--- src/rtl/add_arb_pkg.sv ---
// Shared types and helpers for the round-robin adder arbiter: FSM state
// encoding, default sizes and the rotating-priority pick function.
package add_arb_pkg;

   typedef enum logic [1:0] {
      IDLE = 2'd0,
      CALC = 2'd1,
      RESP = 2'd2
   } state_e;

   localparam int NREQ_DEF  = 4;
   localparam int WIDTH_DEF = 16;
   localparam int MAXREQ    = 8;

   // Returns {found, idx}: the first set bit of valid[nreq-1:0] scanning
   // ptr, ptr+1, ... with wrap at nreq. Sized for the largest supported NREQ.
   function automatic logic [3:0] rr_pick(input logic [7:0] valid,
                                          input logic [2:0] ptr,
                                          input int         nreq);
      logic       found;
      logic [2:0] idx;
      int         j;
      found = 1'b0;
      idx   = 3'd0;
      for (int k = 0; k < MAXREQ; k++) begin
         j = (int'(ptr) + k) % nreq;
         if (k < nreq && !found && valid[j[2:0]]) begin
            found = 1'b1;
            idx   = j[2:0];
         end
      end
      return {found, idx};
   endfunction

endpackage

--- src/rtl/add_datapath.sv ---
// Purely combinational ripple-carry adder, carry-in tied low, built from a
// chain of full-adder cells.
module add_fa (
   input  logic a,
   input  logic b,
   input  logic ci,
   output logic s,
   output logic co
);
   assign s  = a ^ b ^ ci;
   assign co = (a & b) | (ci & (a ^ b));
endmodule

module add_datapath
   import add_arb_pkg::*;
#(
   parameter int WIDTH = WIDTH_DEF
) (
   input  logic [WIDTH-1:0] a,
   input  logic [WIDTH-1:0] b,
   output logic [WIDTH-1:0] sum,
   output logic             carry,
   output logic [WIDTH:0]   combine
);

   logic [WIDTH:0] c;

   assign c[0] = 1'b0;

   for (genvar i = 0; i < WIDTH; i++) begin : g_fa
      add_fa u_fa (
         .a  (a[i]),
         .b  (b[i]),
         .ci (c[i]),
         .s  (sum[i]),
         .co (c[i+1])
      );
   end

   assign carry   = c[WIDTH];
   assign combine = {c[WIDTH], sum};

endmodule

--- src/rtl/add_rr_arbiter.sv ---
// Round-robin arbiter sharing one adder between NREQ requesters; one
// operation in flight at a time, IDLE -> CALC -> RESP.
//
// Handshakes: req_ready[i] is high only in IDLE, only for the round-robin
// winner, and only while rst is low; a request is taken on the edge where
// req_valid[i] && req_ready[i]. The response holds rsp_valid and all rsp_*
// data stable until the edge where rsp_valid && rsp_ready.
module add_rr_arbiter
   import add_arb_pkg::*;
#(
   parameter int NREQ  = NREQ_DEF,
   parameter int WIDTH = WIDTH_DEF,
   parameter int IDW   = $clog2(NREQ)
) (
   input  logic                  clk,
   input  logic                  rst,
   input  logic [NREQ-1:0]       req_valid,
   input  logic [NREQ*WIDTH-1:0] req_a,
   input  logic [NREQ*WIDTH-1:0] req_b,
   output logic [NREQ-1:0]       req_ready,
   output logic                  rsp_valid,
   input  logic                  rsp_ready,
   output logic [IDW-1:0]        rsp_id,
   output logic [WIDTH-1:0]      rsp_sum,
   output logic                  rsp_carry,
   output logic [WIDTH:0]        rsp_combine,
   output logic                  busy,
   output state_e                dbg_state,
   output logic [IDW-1:0]        dbg_ptr
);

   state_e           state_q, state_d;
   logic [IDW-1:0]   ptr_q;
   logic [IDW-1:0]   id_q;
   logic [WIDTH-1:0] a_q, b_q;

   logic [7:0]       valid_ext;
   logic [2:0]       ptr_ext;
   logic [3:0]       pick;
   logic             found;
   logic [IDW-1:0]   win_idx;

   logic [WIDTH-1:0] dp_sum;
   logic             dp_carry;
   logic [WIDTH:0]   dp_combine;

   // Zero-extend to the fixed width the shared pick function expects.
   always_comb begin
      valid_ext = '0;
      valid_ext[NREQ-1:0] = req_valid;
      ptr_ext = '0;
      ptr_ext[IDW-1:0] = ptr_q;
   end

   assign pick    = rr_pick(valid_ext, ptr_ext, NREQ);
   assign found   = pick[3];
   assign win_idx = IDW'(pick[2:0]);

   always_comb begin
      state_d   = state_q;
      req_ready = '0;
      case (state_q)
         IDLE: begin
            if (found) begin
               state_d = CALC;
               if (!rst) req_ready[win_idx] = 1'b1;
            end
         end
         CALC: state_d = RESP;
         RESP: if (rsp_ready) state_d = IDLE;
         default: state_d = IDLE;
      endcase
   end

   always_ff @(posedge clk) begin
      if (rst) begin
         state_q     <= IDLE;
         ptr_q       <= '0;
         id_q        <= '0;
         a_q         <= '0;
         b_q         <= '0;
         rsp_valid   <= 1'b0;
         rsp_id      <= '0;
         rsp_sum     <= '0;
         rsp_carry   <= 1'b0;
         rsp_combine <= '0;
      end else begin
         state_q <= state_d;
         case (state_q)
            IDLE: begin
               if (found) begin
                  a_q   <= req_a[win_idx*WIDTH +: WIDTH];
                  b_q   <= req_b[win_idx*WIDTH +: WIDTH];
                  id_q  <= win_idx;
                  // NREQ is a power of two, so the increment wraps naturally.
                  ptr_q <= win_idx + IDW'(1);
               end
            end
            CALC: begin
               rsp_sum     <= dp_sum;
               rsp_carry   <= dp_carry;
               rsp_combine <= dp_combine;
               rsp_id      <= id_q;
               rsp_valid   <= 1'b1;
            end
            RESP: if (rsp_ready) rsp_valid <= 1'b0;
            default: ;
         endcase
      end
   end

   add_datapath #(.WIDTH(WIDTH)) u_dp (
      .a       (a_q),
      .b       (b_q),
      .sum     (dp_sum),
      .carry   (dp_carry),
      .combine (dp_combine)
   );

   assign busy      = (state_q != IDLE);
   assign dbg_state = state_q;
   assign dbg_ptr   = ptr_q;

endmodule
--- config.mk ---
export PLATFORM = sky130hd
export DESIGN_NAME = add_rr_arbiter
export DESIGN_NICKNAME = d
export VERILOG_FILES = /design/src/rtl/add_arb_pkg.sv /design/src/rtl/add_datapath.sv /design/src/rtl/add_rr_arbiter.sv
export SDC_FILE = /design/constraint.sdc
export NUM_CORES = 1
export LEC_CHECK = 0
export BUFFER_PORTS_ARGS = -buffer_cell sky130_fd_sc_hd__buf_4
export CAP_MARGIN = 5
export CORE_MARGIN = 4
export CORE_UTILIZATION = 36
export CTS_BUF_LIST = sky130_fd_sc_hd__clkbuf_8
export DETAILED_ROUTE_END_ITERATION = 10
export SYNTH_ARGS = -nofsm -noshare
export SYNTH_HDL_FRONTEND = slang
export SYNTH_SLANG_ARGS = --single-unit
--- constraint.sdc ---
create_clock -name clk -period 18.8 [get_ports clk]
set_input_delay 2.82 -clock clk [delete_from_list [all_inputs] [get_ports clk]]
set_output_delay 2.82 -clock clk [all_outputs]
set_load 0.02 [all_outputs]
# Word-level counts from Yosys, hierarchy flattened

Cells that the tools add are included.

Output and inout port bits: 46
Input port bits: 135
Bits in registers: 75

Eq/ne operators: 4
Muxes and demuxes: 26
Magnitude comparators: 6
Shift-type cells: 2
Add/subtract/negate cells: 4
Bitwise gates (word level): 80
Reductions and logical operators: 16

Operator list:

| kind                                                        | number |
|---|---|
| indexed part select 64 x 7 -> 16 bit                        | 2 |
| bitwise AND 1 bit                                           | 31 |
| XOR 1 bit                                                   | 31 |
| bitwise OR 1 bit                                            | 15 |
| less-than comparator 3 x 4 -> 1 bit (second input constant) | 3 |
| two-way mux 2 bit                                           | 6 |
| two-way mux 4 bit                                           | 3 |
| two-way mux 1 bit                                           | 10 |
| binary-select mux 1 bit (select 3 bit)                      | 3 |
| case mux 2 bit (3 select lines)                             | 1 |
| AND reduction 2 bit                                         | 3 |
| OR reduction 2 bit                                          | 3 |
| adder 2 x 1 -> 2 bit (second input constant)                | 2 |
| adder 2 bit (second input constant)                         | 2 |
| logical AND 1 bit                                           | 4 |
| less-than comparator 2 x 4 -> 1 bit (second input constant) | 1 |
| != test 2 bit (second input constant)                       | 2 |
| nonzero test 2 bit                                          | 2 |
| bitwise AND 1 bit (first input constant)                    | 3 |
| logical NOT 1 bit                                           | 3 |
| less-than comparator 2 x 3 -> 1 bit (second input constant) | 1 |
| binary-select mux 1 bit (select 2 bit)                      | 1 |
| demux 1 bit (select 2 bit)                                  | 1 |
| equality test 2 x 1 -> 1 bit (second input constant)        | 1 |
| other kinds (4)                                             | 4 |

# Longest topological paths before layout

Depth in word-level cells: 31
Mapped depth: 20
Mapped depth without buffers: 20

# Hierarchy

From an unflattened synthesis, not the netlist that was laid out.

Cell total of the unflattened synthesis: 512
Area total of the unflattened synthesis: 4,295.4 um^2

Modules (own cells, without submodules):

| module         | instances | cells an instance | area each (um^2) |
|---|---|---|---|
| add_rr_arbiter | 1         | 478               | 3,843.7 |
| add_fa         | 16        | 1                 | 20.0 |
| add_datapath   | 1         | 18                | 131.4 |

# Least setup slack after synthesis

OpenSTA, ideal clock, no wires.

Kind: input -> output
From: input req_valid[0]
To: output req_ready[0]
Slack: 11.975 ns
Required time: 15.980 ns
Path buffers: 2
Arrival: 4.005 ns
Stages on the path: 8
Cells stage by stage: a21oi_1 -> o21ai_1 -> o2bb2a_1 -> buf_4 -> buf_2 -> inv_1 -> ha_1 -> and2_1

Word-level cells in the longest chain between the ends: 19
Elaborated cells on any way between the ends: 30
Classes of those cells: order compare: 2; mux: 21; reduce/logical: 7

RTL lines:

| element                                                                                                          | RTL line             | RTL |
|---|---|---|
| from (decl)                                                                                                      | add_rr_arbiter.sv:17 | `input logic [NREQ-1:0] req_valid,` |
| binary-select mux 1 bit (select 2 bit)                                                                           | add_arb_pkg.sv:27    | `if (k < nreq && !found && valid[j[2:0]]) begin` |
| two-way mux 1 bit (not written as such)                                                                          | add_arb_pkg.sv:27    |  |
| two-way mux 1 bit                                                                                                | add_arb_pkg.sv:27    |  |
| logical NOT 1 bit                                                                                                | add_arb_pkg.sv:27    |  |
| logical AND 1 bit                                                                                                | add_arb_pkg.sv:27    |  |
| two-way mux 1 bit                                                                                                | add_arb_pkg.sv:27    |  |
| logical NOT 1 bit                                                                                                | add_arb_pkg.sv:27    |  |
| logical AND 1 bit                                                                                                | add_arb_pkg.sv:27    |  |
| (+4 left out)                                                                                                    | -                    |  |
| named net pick[1]                                                                                                | add_rr_arbiter.sv:39 | `logic [3:0] pick;` |
| less-than comparator 2 x 3 -> 1 bit (not written as such) / >= comparator 2 x 1 -> 1 bit (equally long branches) | add_rr_arbiter.sv:66 | `if (!rst) req_ready[win_idx] = 1'b1;` |
| logical AND 1 bit (not written as such)                                                                          | add_rr_arbiter.sv:66 |  |
| two-way mux 1 bit (not written as such)                                                                          | add_rr_arbiter.sv:66 |  |
| demux 1 bit (select 2 bit) (*)                                                                                   | add_rr_arbiter.sv:66 |  |
| two-way mux 4 bit (*)                                                                                            | add_rr_arbiter.sv:66 |  |
| two-way mux 4 bit (*)                                                                                            | add_rr_arbiter.sv:64 | `if (found) begin` |
| two-way mux 4 bit (*)                                                                                            | add_rr_arbiter.sv:62 | `case (state_q)` |
| to (decl)                                                                                                        | add_rr_arbiter.sv:20 | `output logic [NREQ-1:0] req_ready,` |

The timed path passes the listed nets; every way through them passes the cells marked *. The select of a mux whose other input is x is not followed.

# Worst setup path in the final report

From: input req_valid[0]
To: output req_ready[1]

Word-level cells in the longest chain between the ends: 19
Elaborated cells on any way between the ends: 30
Classes of those cells: order compare: 2; mux: 21; reduce/logical: 7

RTL lines:

| element                                                                                                          | RTL line |
|---|---|
| binary-select mux 1 bit (select 2 bit)                                                                           | add_arb_pkg.sv:27 |
| two-way mux 1 bit (not written as such)                                                                          | add_arb_pkg.sv:27 |
| two-way mux 1 bit                                                                                                | add_arb_pkg.sv:27 |
| logical NOT 1 bit                                                                                                | add_arb_pkg.sv:27 |
| logical AND 1 bit                                                                                                | add_arb_pkg.sv:27 |
| two-way mux 1 bit                                                                                                | add_arb_pkg.sv:27 |
| logical NOT 1 bit                                                                                                | add_arb_pkg.sv:27 |
| logical AND 1 bit                                                                                                | add_arb_pkg.sv:27 |
| (+3 left out)                                                                                                    | - |
| two-way mux 2 bit                                                                                                | add_arb_pkg.sv:27 |
| less-than comparator 2 x 3 -> 1 bit (not written as such) / >= comparator 2 x 1 -> 1 bit (equally long branches) | add_rr_arbiter.sv:66 |
| logical AND 1 bit (not written as such)                                                                          | add_rr_arbiter.sv:66 |
| two-way mux 1 bit (not written as such)                                                                          | add_rr_arbiter.sv:66 |
| demux 1 bit (select 2 bit)                                                                                       | add_rr_arbiter.sv:66 |
| two-way mux 4 bit                                                                                                | add_rr_arbiter.sv:66 |
| two-way mux 4 bit (*)                                                                                            | add_rr_arbiter.sv:64 |
| two-way mux 4 bit (*)                                                                                            | add_rr_arbiter.sv:62 |

Mark *: on every way between the ends. The rest lies on a longest branch, timed or not. The select of a mux whose other input is x is not followed.

==> key figures <==
Final layout
  • Post-Layout Inst Area: 5233 µm²
  • Nets: 689
  • Core Util, Final: 0.5091
  • Antenna cells: 0
  • Share of cells above drive strength 1: 0.4249
  • Syn-to-layout area delta: 38.39%

Global routing
  • Vias in the first global route: 3585
  • Initial antenna violation count: 0
  • Met3 GRT Util: 0.04548
  • Grt met2 use: 0.2811
  • Met1 Usage GRT: 0.2379
  • GRT overflow: 0
  • Total track usage: 0.1797
  • Largest net degree at the start of global routing: 57
  • Top Usage Layer GRT: met2
  • First-pass GRT wire length: 18130 µm

Timing
  • Final setup fails: 0
  • Final Skew: 0.01374 ns
  • Hold Slack: 0.4538 ns
  • Setup TNS: 0 ns
  • RSZ-0062 raised after global routing: no
  • Worst slew pin tran: 0.9502 ns
  • Max-slew violation count: 0
  • Slew HR: 0.3665
  • Final worst-path cycle share: 0.3988
  • Hold Violations, Final: 0
  • Max frequency: 133.4 MHz
  • Minimum clock period: 7.497 ns

Place
  • DPL Wire Length: 8677 µm
  • Placed cell areas: 5006 µm²
  • PortBufs: 180
  • Routability cong.: 0.8181

Synthesis
  • Flops & latches, synth: 58
  • Post-Synth Adder-Cell Area: 0.09596
  • Post-synthesis simple-gate area fraction: 0.1592
  • Mux contribution to synthesized area: 0.1377
  • Largest family of logic cells by synthesized area: compound AO/OA/AOI/OAI gates
  • Sequential element share of the synthesized area: 0.3071
  • Post-synthesis cell area: 3781 µm²
  • Gate Count Post-Synth: 390
  • Synth Net Count: 545
  • Synthesized area per cell: 9.695 µm²
  • Synth Area in Compound Gates: 0.2035
  • XOR/XNOR Fraction of Synth Area: 0
  • Count of distinct cell types in the synthesized netlist: 43
  • Synth warnings: 0

Detailed routing
  • Post-route DRC violation count: 0
  • WL/cell: 16.63 µm
  • Initial DRT Pass Iterations: 4
  • Vias per cell: 5.089
  • Via count: 3435
  • Routed WL: 11230 µm
  • Initial DRC count: 101
  • Final ANT Viol Nets: 0

Floorplan
  • Io pins: 181
  • Die area: 12210 µm²
  • Die X: 110.5 µm
  • Core Rows: 37
  • Die Ht: 110.5 µm
  • Initial cell density of the core: 0.3679
  • Core Footprint: 10280 µm²

Setup path
  • CP Launch Type: input port
  • CP max FO: 56
  • Req. time, crit path: 15.98 ns
  • Critical Path Sink Type: output port
  • Critical path arrival: 4.68 ns
  • WS Path Type: input port to output port

Clock network
  • Htree depth: 3
  • Clock Pin Slew Worst Setup and Hold Paths: 0.07 ns
  • Max clock buf depth: 2
  • Cts bufs inserted: 9
  • CTS-repair resized insts: 0
  • Root Driver: clkbuf_8
  • Post-CTS Setup Inserts: 0
  • Clock sinks: 58
  • Post-CTS Hold Fix Bufs: 0
  • TritonCTS clock tree: done
  • Latest clock arrival within the worst-skew pair: 0.35 ns

Power
  • Register share of total power: 0.350
  • Power per cell area: 87.27 nW/µm²
  • Overall power: 0.0004566 W
  • Worst vdd ir: 44.45 µV
  • Internal cell power: 0.0002950 W
  • Clk pwr share: 0.287
  • Leakage: 2.346 nW
  • Sw Ratio: 0.3540
  • Comb power frac: 0.363
  • NetSw: 0.0001616 W

Run status
  • Status: finished clean

Worst hold path
  • Hold Path Class: register to register

Job
  • Max-Cap Viols: 0
power by group through the flow:
stage                     Sequential, W  Combinational, W  Clock [W]
after global routing           0.000163          0.000181   0.000140
after global placement         0.000162          0.000165          0
after CTS                      0.000160          0.000167   0.000133
final                          0.000160          0.000166   0.000131
after detailed placement       0.000163          0.000167          0
after floorplan                0.000166          0.000108          0
stage by stage:
stage,worst slack [ns],std cells
6_report,11.30,675
4_1_cts,11.28,675
3_5_place_dp,11.28,659
2_1_floorplan,11.97,390
5_1_grt,11.18,675
3_3_place_gp,11.33,659
cells by family after synthesis:
logic type | after synthesis
AND/OR/NAND/NOR | 111
AO/OA/AOI/OAI | 89
buffers and inverters | 60
flip-flops | 58
multiplexers | 52
adder cells (fa/ha/maj) | 20
critical path, cell delays in order:
cell	delay (ns)
buf_4	0.13
a21oi_1	0.14
o21ai_1	0.06
o2bb2a_2	0.22
buf_4	0.63
inv_1	0.15
ha_1	0.22
and2_1	0.13
buf_4	0.15
cells in the mapped netlist, drive strengths merged:
master | n | area [µm²]
dfxtp | 58 | 1161
nand2 | 53 | 225.2
mux2i | 52 | 520.5
buf | 36 | 262.7
a21oi | 23 | 115.1
o221ai | 19 | 235.2
nand3b | 16 | 120.1
fa | 15 | 300.3
a211o | 13 | 113.9
nand4 | 13 | 81.33
o211ai | 13 | 147.6
o31ai | 13 | 97.59
clkbuf | 12 | 45.04
inv | 12 | 57.56
nor2 | 8 | 30.03
a211oi | 5 | 37.54
ha | 5 | 62.56
and2 | 4 | 25.02
or3 | 4 | 25.02
or2 | 3 | 21.28
nand2b | 2 | 12.51
nand3 | 2 | 22.52
nor2b | 2 | 12.51
a21o | 1 | 7.510
and3 | 1 | 6.260
nor3 | 1 | 5.000
nor4 | 1 | 6.260
o21ai | 1 | 5.000
o2bb2a | 1 | 10.01
or3b | 1 | 8.760
layout by cell type, fill, tap and decap left out, drive strengths merged:
cell and instances:
inv 13, clkinv 3, nand4 13, or2 3
nor2 8, nor2b 2, a21oi 23, nand3 2
fa 15, a211oi 5, buf 181, clkinvlp 1
clkbuf 9, o221ai 19, a211o 13, mux2i 52
nand2 53, bufinv 2, a21o 1, o2bb2a 1
or3 4, o21ai 1, and3 1, dfxtp 58
ha 5, or3b 1, o211ai 13, nand2b 2
nor3 1, and2 4, o31ai 13, nor4 1
nand3b 16
layer usage:
metal,part of all wire,up-vias,routed length (µm)
met5,0,-,0
met2,0.46,134,5192
met3,0.066,16,739
met4,0.018,0,200
met1,0.45,1589,5093
li1,-,1696,-
worst paths after layout:
kind	from	endpoint	slack, ns	depth (start not counted)
min reg2reg	id_q[1]	rsp_id[1]	0.45	2
min	id_q[1]	rsp_id[1]	0.45	2
max	req_valid[0]	req_ready[1]	11.30	9
max reg2reg	a_q[0]	rsp_combine[15]	12.13	20
registers in the layout (all words and copies together) (netlist names), 2 cells and up:
signal,count
a_q,16
dbg_ptr,2
b_q,16
rsp_id,2
id_q,2
dbg_state,2
rsp_sum,15
cell type report:
cell class	instances	area, µm²
clock buffers	9	123.9
clock inverters	7	102.6
fillers	980	5045
inverters	12	57.56
multi-input cells	272	2258
flip-flops and latches	58	1161
well taps	136	170.2
repair buffers	181	1359
(Power assumes the default switching activity.)
